==> src/rtl/riscv_pkg.sv <==
// Shared fetch/decode types: the fetch queue entry and the RV32 control-flow opcodes.
package riscv_pkg;

  localparam int unsigned XLEN_DEFAULT = 32;

  localparam logic [6:0] OPC_BRANCH = 7'b1100011;
  localparam logic [6:0] OPC_JAL    = 7'b1101111;
  localparam logic [6:0] OPC_JALR   = 7'b1100111;

  typedef struct packed {
    logic [XLEN_DEFAULT-1:0] pc;
    logic [XLEN_DEFAULT-1:0] instr;
    logic                    err;
  } ifq_entry_t;

endpackage

==> src/rtl/riscv_predecode.sv <==
// Combinational predecode of one fetched entry: control-flow detection and
// quick illegal screen (compressed encodings are treated as illegal).
module riscv_predecode
  import riscv_pkg::*;
(
  input  ifq_entry_t entry,
  output logic       is_branch,
  output logic       illegal
);

  logic [6:0] opcode;
  logic       unused_bits;

  always_comb begin
    opcode    = entry.instr[6:0];
    is_branch = (opcode == OPC_BRANCH) || (opcode == OPC_JAL) || (opcode == OPC_JALR);
    illegal   = (entry.instr[1:0] != 2'b11) || entry.err;
  end

  assign unused_bits = ^{entry.pc, entry.instr[XLEN_DEFAULT-1:7]};

endmodule

==> src/rtl/riscv_ifq.sv <==
// Instruction fetch queue between IFU and decode with predecode flags and flush.
// Optional zero-latency empty-queue bypass when RISCV_IFQ_BYPASS_EN is defined.
module riscv_ifq
  import riscv_pkg::*;
#(
  parameter int unsigned DEPTH = 4,
  parameter int unsigned XLEN  = XLEN_DEFAULT
) (
  input  logic                   clock,
  input  logic                   reset_n,
  input  logic                   flush,
  input  logic                   in_valid,
  output logic                   in_ready,
  input  logic [XLEN-1:0]        in_pc,
  input  logic [XLEN-1:0]        in_instr,
  input  logic                   in_err,
  output logic                   out_valid,
  input  logic                   out_ready,
  output logic [XLEN-1:0]        out_pc,
  output logic [XLEN-1:0]        out_instr,
  output logic                   out_err,
  output logic                   out_is_branch,
  output logic                   out_illegal,
  output logic [$clog2(DEPTH):0] count
);

  localparam int unsigned AW = $clog2(DEPTH);
  localparam int unsigned PW = AW + 1;

  logic [XLEN-1:0] pc_mem_q    [DEPTH];
  logic [XLEN-1:0] instr_mem_q [DEPTH];
  logic            err_mem_q   [DEPTH];

  logic [PW-1:0] wr_ptr_q, wr_ptr_d;
  logic [PW-1:0] rd_ptr_q, rd_ptr_d;
  logic [AW-1:0] wr_idx, rd_idx;

  logic empty, full, push, pop, bypass;

  ifq_entry_t pd_entry;
  logic       pd_is_branch, pd_illegal;

  assign wr_idx = wr_ptr_q[AW-1:0];
  assign rd_idx = rd_ptr_q[AW-1:0];

  // in_ready depends only on registered pointers; a pop never frees a slot in the same cycle.
  always_comb begin
    empty    = (rd_ptr_q == wr_ptr_q);
    full     = (rd_idx == wr_idx) && (rd_ptr_q[AW] != wr_ptr_q[AW]);
    in_ready = !full;
    bypass   = 1'b0;
`ifdef RISCV_IFQ_BYPASS_EN
    bypass   = empty && in_valid && !flush;
`endif
    push     = in_valid && !full && !flush && !(bypass && out_ready);
    pop      = !empty && out_ready && !flush;
    wr_ptr_d = wr_ptr_q + PW'(push);
    rd_ptr_d = flush ? wr_ptr_q : rd_ptr_q + PW'(pop);
    count    = wr_ptr_q - rd_ptr_q;
  end

  always_ff @(posedge clock or negedge reset_n) begin
    if (!reset_n) begin
      wr_ptr_q <= '0;
      rd_ptr_q <= '0;
    end else begin
      wr_ptr_q <= wr_ptr_d;
      rd_ptr_q <= rd_ptr_d;
    end
  end

  always_ff @(posedge clock) begin
    if (push) begin
      pc_mem_q[wr_idx]    <= in_pc;
      instr_mem_q[wr_idx] <= in_instr;
      err_mem_q[wr_idx]   <= in_err;
    end
  end

  // Fields are forced to zero while nothing is presented so reset and empty look identical.
  always_comb begin
    out_valid = !empty || bypass;
    out_pc    = '0;
    out_instr = '0;
    out_err   = 1'b0;
    if (bypass) begin
      out_pc    = in_pc;
      out_instr = in_instr;
      out_err   = in_err;
    end else if (!empty) begin
      out_pc    = pc_mem_q[rd_idx];
      out_instr = instr_mem_q[rd_idx];
      out_err   = err_mem_q[rd_idx];
    end
    pd_entry.pc    = XLEN_DEFAULT'(out_pc);
    pd_entry.instr = XLEN_DEFAULT'(out_instr);
    pd_entry.err   = out_err;
  end

  riscv_predecode u_predecode (
    .entry     (pd_entry),
    .is_branch (pd_is_branch),
    .illegal   (pd_illegal)
  );

  always_comb begin
    out_is_branch = out_valid && pd_is_branch;
    out_illegal   = out_valid && pd_illegal;
  end

endmodule

==> config.mk <==
export PLATFORM = sky130hd
export DESIGN_NAME = riscv_ifq
export DESIGN_NICKNAME = d
export VERILOG_FILES = /design/src/rtl/riscv_pkg.sv /design/src/rtl/riscv_predecode.sv /design/src/rtl/riscv_ifq.sv
export SDC_FILE = /design/constraint.sdc
export NUM_CORES = 1
export LEC_CHECK = 0
export CAP_MARGIN = 10
export CORE_MARGIN = 1.5
export CORE_UTILIZATION = 54
export DETAILED_ROUTE_END_ITERATION = 7
export PLACE_DENSITY = 0.79
export SLEW_MARGIN = 25
export SYNTH_ARGS = -nofsm -noshare
export SYNTH_HDL_FRONTEND = slang
export SYNTH_SLANG_ARGS = --single-unit
==> constraint.sdc <==
create_clock -name clock -period 8 [get_ports clock]
set_clock_uncertainty 0.2 [all_clocks]
set_input_delay 2.4 -clock clock [delete_from_list [all_inputs] [get_ports clock]]
set_output_delay 2.4 -clock clock [all_outputs]
set_load 0.1 [all_outputs]
==> metrics, run 1 <==
outcome=finished, final reports clean; count of antenna-violating nets left after detailed routing=0; endpoint arrival time on the critical path=4.28 ns; total count of max-transition violations in the final report=0; site row count=50; Routed WL per cell=22.2 µm; Syn. warnings=0; Synth Area in Compound Gates=0.00586; fmax=145 MHz; clock insertion delay at the later pin of the skew report=0.53 ns; number of enable flip-flop cells after synthesis=260; post-synthesis register bit count=266; crit path launch type=flop; count of placed standard cells in the final layout, fillers left out=868; worst slew margin relative to its limit=0.325; HPWL after detailed placement=11400 µm; detailed-route wire length=19300 µm; type of the most critical hold path=reg2reg; share of final-layout standard cells stronger than drive strength 1=0.200; Pre-Repair DR Iteration Count=4; DR DRC count=0; fin worst setup slack=1.12 ns; antenna violations before repair=1; unrepaired setup endpoints after global routing=false; top-level I/O count=142; final sum of negative setup slack=0 ns; area fraction of the dominant cell type after synthesis=0.762; fraction of synthesized area in multiplexers=0.145; adder-cell share of the synthesized area=0.00928; most numerous cell in the Yosys netlist=sky130_fd_sc_hd__edfxtp_1; Synth cell types=28; fillcell total=1172; final-report setup violation count=0; Slew @ Worst Pin=1.01 ns; cell count after synthesis=455; initial standard-cell utilization of the core=0.549; buffer depth of the longest clock path=3; floorplan die area=0.0198 mm²; largest area contributor in the synthesized netlist=sky130_fd_sc_hd__edfxtp_1; total number of clock tree sinks=266; total number of nets in the final design=691; IO buf count=141; via count of the first global-routing pass=5208; post-CTS setup-driven buffer insertion count=0; GRT Resource Usage Total=0.199; total instance count after detailed placement=820; flip-flop cell with the highest count after synthesis=sky130_fd_sc_hd__edfxtp_1; number of hold-slack violations in the final timing report=0; netlist area before placement=0.0102 mm²; path type of the worst setup path=reg2out; ratio of final minimum period to clock period=0.860; xor/xnor share of the synthesized area=0.00415; post-layout utilization of the core=0.686; top fanout value on the critical path=40; combinational family with the most area after synthesis=multiplexers; max-capacitance violation count=0; worst path required time=5.40 ns; Core ar.=0.0186 mm²; H-tree depth reported by CTS=1; simple-gate share of the synthesized area=0.0431; first-pass GRT wire length=29600 µm; largest net degree at the start of global routing=68; total gr overflow=0; number of gates resized after cts=0; first-iteration detailed-routing DRC count=294; Avg Vias per Cell=5.60; Area Growth Syn to Fin=24.9%; Worst Setup End Kind=output pin; top cells by instance count after synthesis=sky130_fd_sc_hd__edfxtp_1, sky130_fd_sc_hd__mux4_2, sky130_fd_sc_hd__nor2b_1; clock transition time at the flip-flop clock pins of the worst setup and hold paths=0.06 ns; TritonCTS Buffers=26; worst slack at placement=1.52 ns; part of the Yosys area used for sequential elements=0.777; root buffer selected by CTS=sky130_fd_sc_hd__clkbuf_16; clock tree from TritonCTS=yes; leading post-synthesis cells by cell area=sky130_fd_sc_hd__edfxtp_1, sky130_fd_sc_hd__mux4_2, sky130_fd_sc_hd__nor2b_1; mean post-synth cell area=22.5 µm²; CTS hold repair buffers=0; total nets after synthesis=532; Die Span Y=141 µm; min Tclk post-route=6.88 ns; Routability Congestion=0.756; via count=4862; Post-synth ARST share=0.0226; # diodes=0; die span in x=141 µm
==> path summary, 6_finish.rpt <==
| kind | startpoint | to | slack (ns) | cells past startpoint |
|---|---|---|---|---|
| max reg2reg | rd_ptr_q[0] | pc_mem_q[1][5] | 4.39 | 4 |
| max in group asynchronous | reset_n | rd_ptr_q[1] | 5.38 | 1 |
| min reg2reg | wr_ptr_q[2] | wr_ptr_q[2] | 0.37 | 1 |
| min in group asynchronous | reset_n | rd_ptr_q[0] | 1.93 | 1 |
| max | rd_ptr_q[0] | out_is_branch | 1.12 | 5 |
| min | wr_ptr_q[2] | wr_ptr_q[2] | 0.37 | 1 |
==> registers in the layout, summed over array words and instances (netlist names) <==
signal / cells
instr_mem_q: 128
pc_mem_q: 128
err_mem_q: 4
rd_ptr_q: 3
wr_ptr_q: 3
==> stage by stage <==
| step | cell area [µm²] | hold WS (ns) |
|---|---|---|
| floorplan | 10200 | 0.310 |
| global placement | 11900 | 0.323 |
| detailed placement | 12000 | 0.358 |
| CTS | 12800 | 0.370 |
| global route | 12800 | 0.387 |
| finish | 12800 | 0.366 |
==> layer usage <==
metal | vias up | global-route usage | wire length (µm)
met4 | 0 | 0.0581 | 382
li1 | 2170 | - | -
met5 | - | 0 | 0
met3 | 30 | 0.0309 | 1100
met1 | 2501 | 0.262 | 7660
met2 | 161 | 0.350 | 10100
==> cells by family after synthesis <==
| group | Yosys count |
|---|---|
| flip-flops | 266 |
| adder cells (fa/ha/maj) | 7 |
| AO/OA/AOI/OAI | 7 |
| AND/OR/NAND/NOR | 73 |
| XOR/XNOR | 4 |
| buffers and inverters | 31 |
| multiplexers | 67 |
==> worst max-delay path, stage by stage (launching register included) <==
cell and delay, ns:
sky130_fd_sc_hd__dfrtp_4 0.97, sky130_fd_sc_hd__buf_4 0.62, sky130_fd_sc_hd__mux4_2 0.33, sky130_fd_sc_hd__o21ai_0 0.13, sky130_fd_sc_hd__a2111oi_2 0.46, sky130_fd_sc_hd__clkdlybuf4s50_1 1.21
==> cells in the final DEF (no fill, tap or decap) <==
cell type,count
sky130_fd_sc_hd__bufinv_16,3
sky130_fd_sc_hd__a311o_1,1
sky130_fd_sc_hd__clkinv_8,1
sky130_fd_sc_hd__nor3b_1,1
sky130_fd_sc_hd__nor3_4,1
sky130_fd_sc_hd__nor2_1,1
sky130_fd_sc_hd__ha_1,6
sky130_fd_sc_hd__edfxtp_1,260
sky130_fd_sc_hd__nand2b_1,1
sky130_fd_sc_hd__o22a_1,1
sky130_fd_sc_hd__o21a_2,1
sky130_fd_sc_hd__mux4_2,64
sky130_fd_sc_hd__dfrtp_4,2
sky130_fd_sc_hd__nand3_1,1
sky130_fd_sc_hd__nor2b_1,62
sky130_fd_sc_hd__xnor2_1,1
sky130_fd_sc_hd__o21ai_0,2
sky130_fd_sc_hd__fa_1,1
sky130_fd_sc_hd__xor2_2,1
sky130_fd_sc_hd__nand2_1,2
sky130_fd_sc_hd__clkinv_2,10
sky130_fd_sc_hd__xor2_1,2
sky130_fd_sc_hd__mux2_2,2
sky130_fd_sc_hd__dfrtp_1,4
sky130_fd_sc_hd__clkinv_1,6
sky130_fd_sc_hd__inv_1,10
sky130_fd_sc_hd__mux4_1,1
sky130_fd_sc_hd__clkbuf_1,2
sky130_fd_sc_hd__o211ai_1,1
sky130_fd_sc_hd__clkbuf_16,26
sky130_fd_sc_hd__nor2_4,1
sky130_fd_sc_hd__buf_4,11
sky130_fd_sc_hd__clkdlybuf4s50_1,141
sky130_fd_sc_hd__a2111oi_2,1
sky130_fd_sc_hd__nor3_2,3
==> final cells by class <==
| class | count | area [µm²] | area share |
|---|---|---|---|
| Sequential cell | 266 | 7970 | 0.623 |
| Multi-Input combinational cell | 158 | 2160 | 0.169 |
| Timing Repair Buffer | 152 | 1490 | 0.117 |
| Clock buffer | 28 | 658 | 0.0515 |
| Tap cell | 234 | 293 | 0.0229 |
| Clock inverter | 20 | 179 | 0.0140 |
| Inverter | 10 | 37.5 | 0.00293 |
Power of run 1 is left out: the tool's default activity adds up to more than one toggle a clock period on the data nets, which glitch-free logic cannot reach.
==> inputs of run 2 (changes only) <==
- CORE_UTILIZATION: 54 -> 49
- PLACE_DENSITY: 0.79 -> 0.76
- clock period: 8 -> 5.8 ns (I/O delays scaled with it)
==> run 2 against run 1 <==
- routed wire length down 5.2%
- first-iteration DRC count is 19% lower
- critical path depth unchanged
- cell count is 3.7% higher
- critical path type unchanged
==> metrics, run 2 (synthesis gave the netlist of run 1 again) <==
path type of the worst setup path=reg2out; Avg Vias per Cell=5.34 (-4.6%); first-pass GRT wire length=28600 µm (-3.5%); endpoint arrival time on the critical path=2.91 ns (-1.37 ns); share of final-layout standard cells stronger than drive strength 1=0.308 (+0.108); ratio of final minimum period to clock period=0.837; crit path launch type=flop; CTS hold repair buffers=0 (unchanged); post-CTS setup-driven buffer insertion count=0 (unchanged); first-iteration detailed-routing DRC count=239 (-19%); antenna violations before repair=2 (+1); Area Growth Syn to Fin=23.3%; TritonCTS Buffers=24 (-7.7%); buffer depth of the longest clock path=3 (unchanged); Worst Setup End Kind=output pin; total instance count after detailed placement=855 (+4.3%); H-tree depth reported by CTS=1 (unchanged); final sum of negative setup slack=0 ns (unchanged); site row count=52 (+4.0%); largest net degree at the start of global routing=66 (-2.9%); floorplan die area=0.0218 mm² (+10%); via count of the first global-routing pass=5130 (-1.5%); via count=4808 (-1.1%); Slew @ Worst Pin=0.984 ns (-0.0244 ns); Routed WL per cell=20.3 µm (-8.5%); unrepaired setup endpoints after global routing=false; top fanout value on the critical path=36 (-10%); worst path required time=3.86 ns (-1.54 ns); IO buf count=141 (unchanged); commonest non-fill, non-tap cells in the layout=sky130_fd_sc_hd__edfxtp_1, sky130_fd_sc_hd__buf_4, sky130_fd_sc_hd__clkdlybuf4s50_1; outcome=finished, final reports clean; count of antenna-violating nets left after detailed routing=0 (unchanged); max-capacitance violation count=0 (unchanged); total number of clock tree sinks=266 (unchanged); total count of max-transition violations in the final report=0 (unchanged); root buffer selected by CTS=sky130_fd_sc_hd__clkbuf_16; clock insertion delay at the later pin of the skew report=0.50 ns (-0.03 ns); Routability Congestion=0.759 (+0.36%); number of hold-slack violations in the final timing report=0 (unchanged); top-level I/O count=142 (unchanged); DR DRC count=0 (unchanged); number of gates resized after cts=0 (unchanged); total gr overflow=0 (unchanged); count of placed standard cells in the final layout, fillers left out=900 (+3.7%); Die Span Y=148 µm (+4.9%); HPWL after detailed placement=11100 µm (-2.5%); initial standard-cell utilization of the core=0.503 (-0.0465); type of the most critical hold path=reg2reg; detailed-route wire length=18300 µm (-5.2%); clock transition time at the flip-flop clock pins of the worst setup and hold paths=0.06 ns (about the same); final-report setup violation count=0 (unchanged); Pre-Repair DR Iteration Count=4 (unchanged); GRT Resource Usage Total=0.172 (-0.0278); worst slew margin relative to its limit=0.344 (+0.0184); clock tree from TritonCTS=yes; die span in x=148 µm (+4.9%); post-layout utilization of the core=0.620 (-0.0660); total number of nets in the final design=688 (-0.43%); min Tclk post-route=4.85 ns; Core ar.=0.0204 mm² (+9.2%); fmax=206 MHz; most common cell after layout, fill and taps aside=sky130_fd_sc_hd__edfxtp_1; leading registers by flop count=instr_mem_q: 128 flops, pc_mem_q: 128 flops, err_mem_q: 4 flops
## run 2: changes by cell type in the layout (fill, tap and decap cells not counted), sizes merged
cell / before / now
clkbuf: 28 / 36
diode: 0 / 1
clkdlybuf4s50: 141 / 69
clkinv: 17 / 6
bufinv: 3 / 2
buf: 11 / 82
## run 2: per-layer routing
| metal | part of all wire | GRT usage | vias up |
|---|---|---|---|
| met4 | 0.013 | 0.0405 | 2 |
| met2 | 0.49 | 0.279 | 142 |
| met3 | 0.064 | 0.0432 | 24 |
| met5 | 0.00071 | 0 | - |
| li1 | - | - | 2159 |
| met1 | 0.43 | 0.237 | 2481 |
## run 2: final timing paths
check                           cells after the start        start  slack, ns             end
worst max-delay path                                5  rd_ptr_q[0]       0.95   out_is_branch
worst min-delay path                                1  wr_ptr_q[2]       0.40     wr_ptr_q[2]
worst max register to register                      4  rd_ptr_q[0]       2.54  pc_mem_q[2][3]
worst min register to register                      1  wr_ptr_q[2]       0.40     wr_ptr_q[2]
max in group asynchronous                           1      reset_n       3.82     rd_ptr_q[1]
min in group asynchronous                           1      reset_n       1.30     wr_ptr_q[0]
## run 2: cell type report
cell class	count	area, µm²
inverter	10	37.5
clock inverter	8	88.8
antenna	1	2.50
fill	1398	7740
tap	270	338
clock buffer	36	707
timing repair buffer	151	1320
sequential	266	7970
multi-input combinational	158	2170
## run 2: per-stage QoR
stage	area [µm²]	hold WS, ns	setup slack (ns)
global placement	11800	0.340	1.48
detailed placement	11800	0.394	1.41
global route	12600	0.408	0.735
finish	12600	0.398	0.946
CTS	12600	0.398	0.861
floorplan	10300	0.310	-1.52
## run 2: critical path: stages (launching register included)
cell and delay, ns:
sky130_fd_sc_hd__dfrtp_4 0.90, sky130_fd_sc_hd__ha_1 0.41, sky130_fd_sc_hd__nand2_1 0.20, sky130_fd_sc_hd__o21ai_0 0.19, sky130_fd_sc_hd__a2111oi_4 0.36, sky130_fd_sc_hd__buf_4 0.34
Power of run 2 is left out for the same reason.
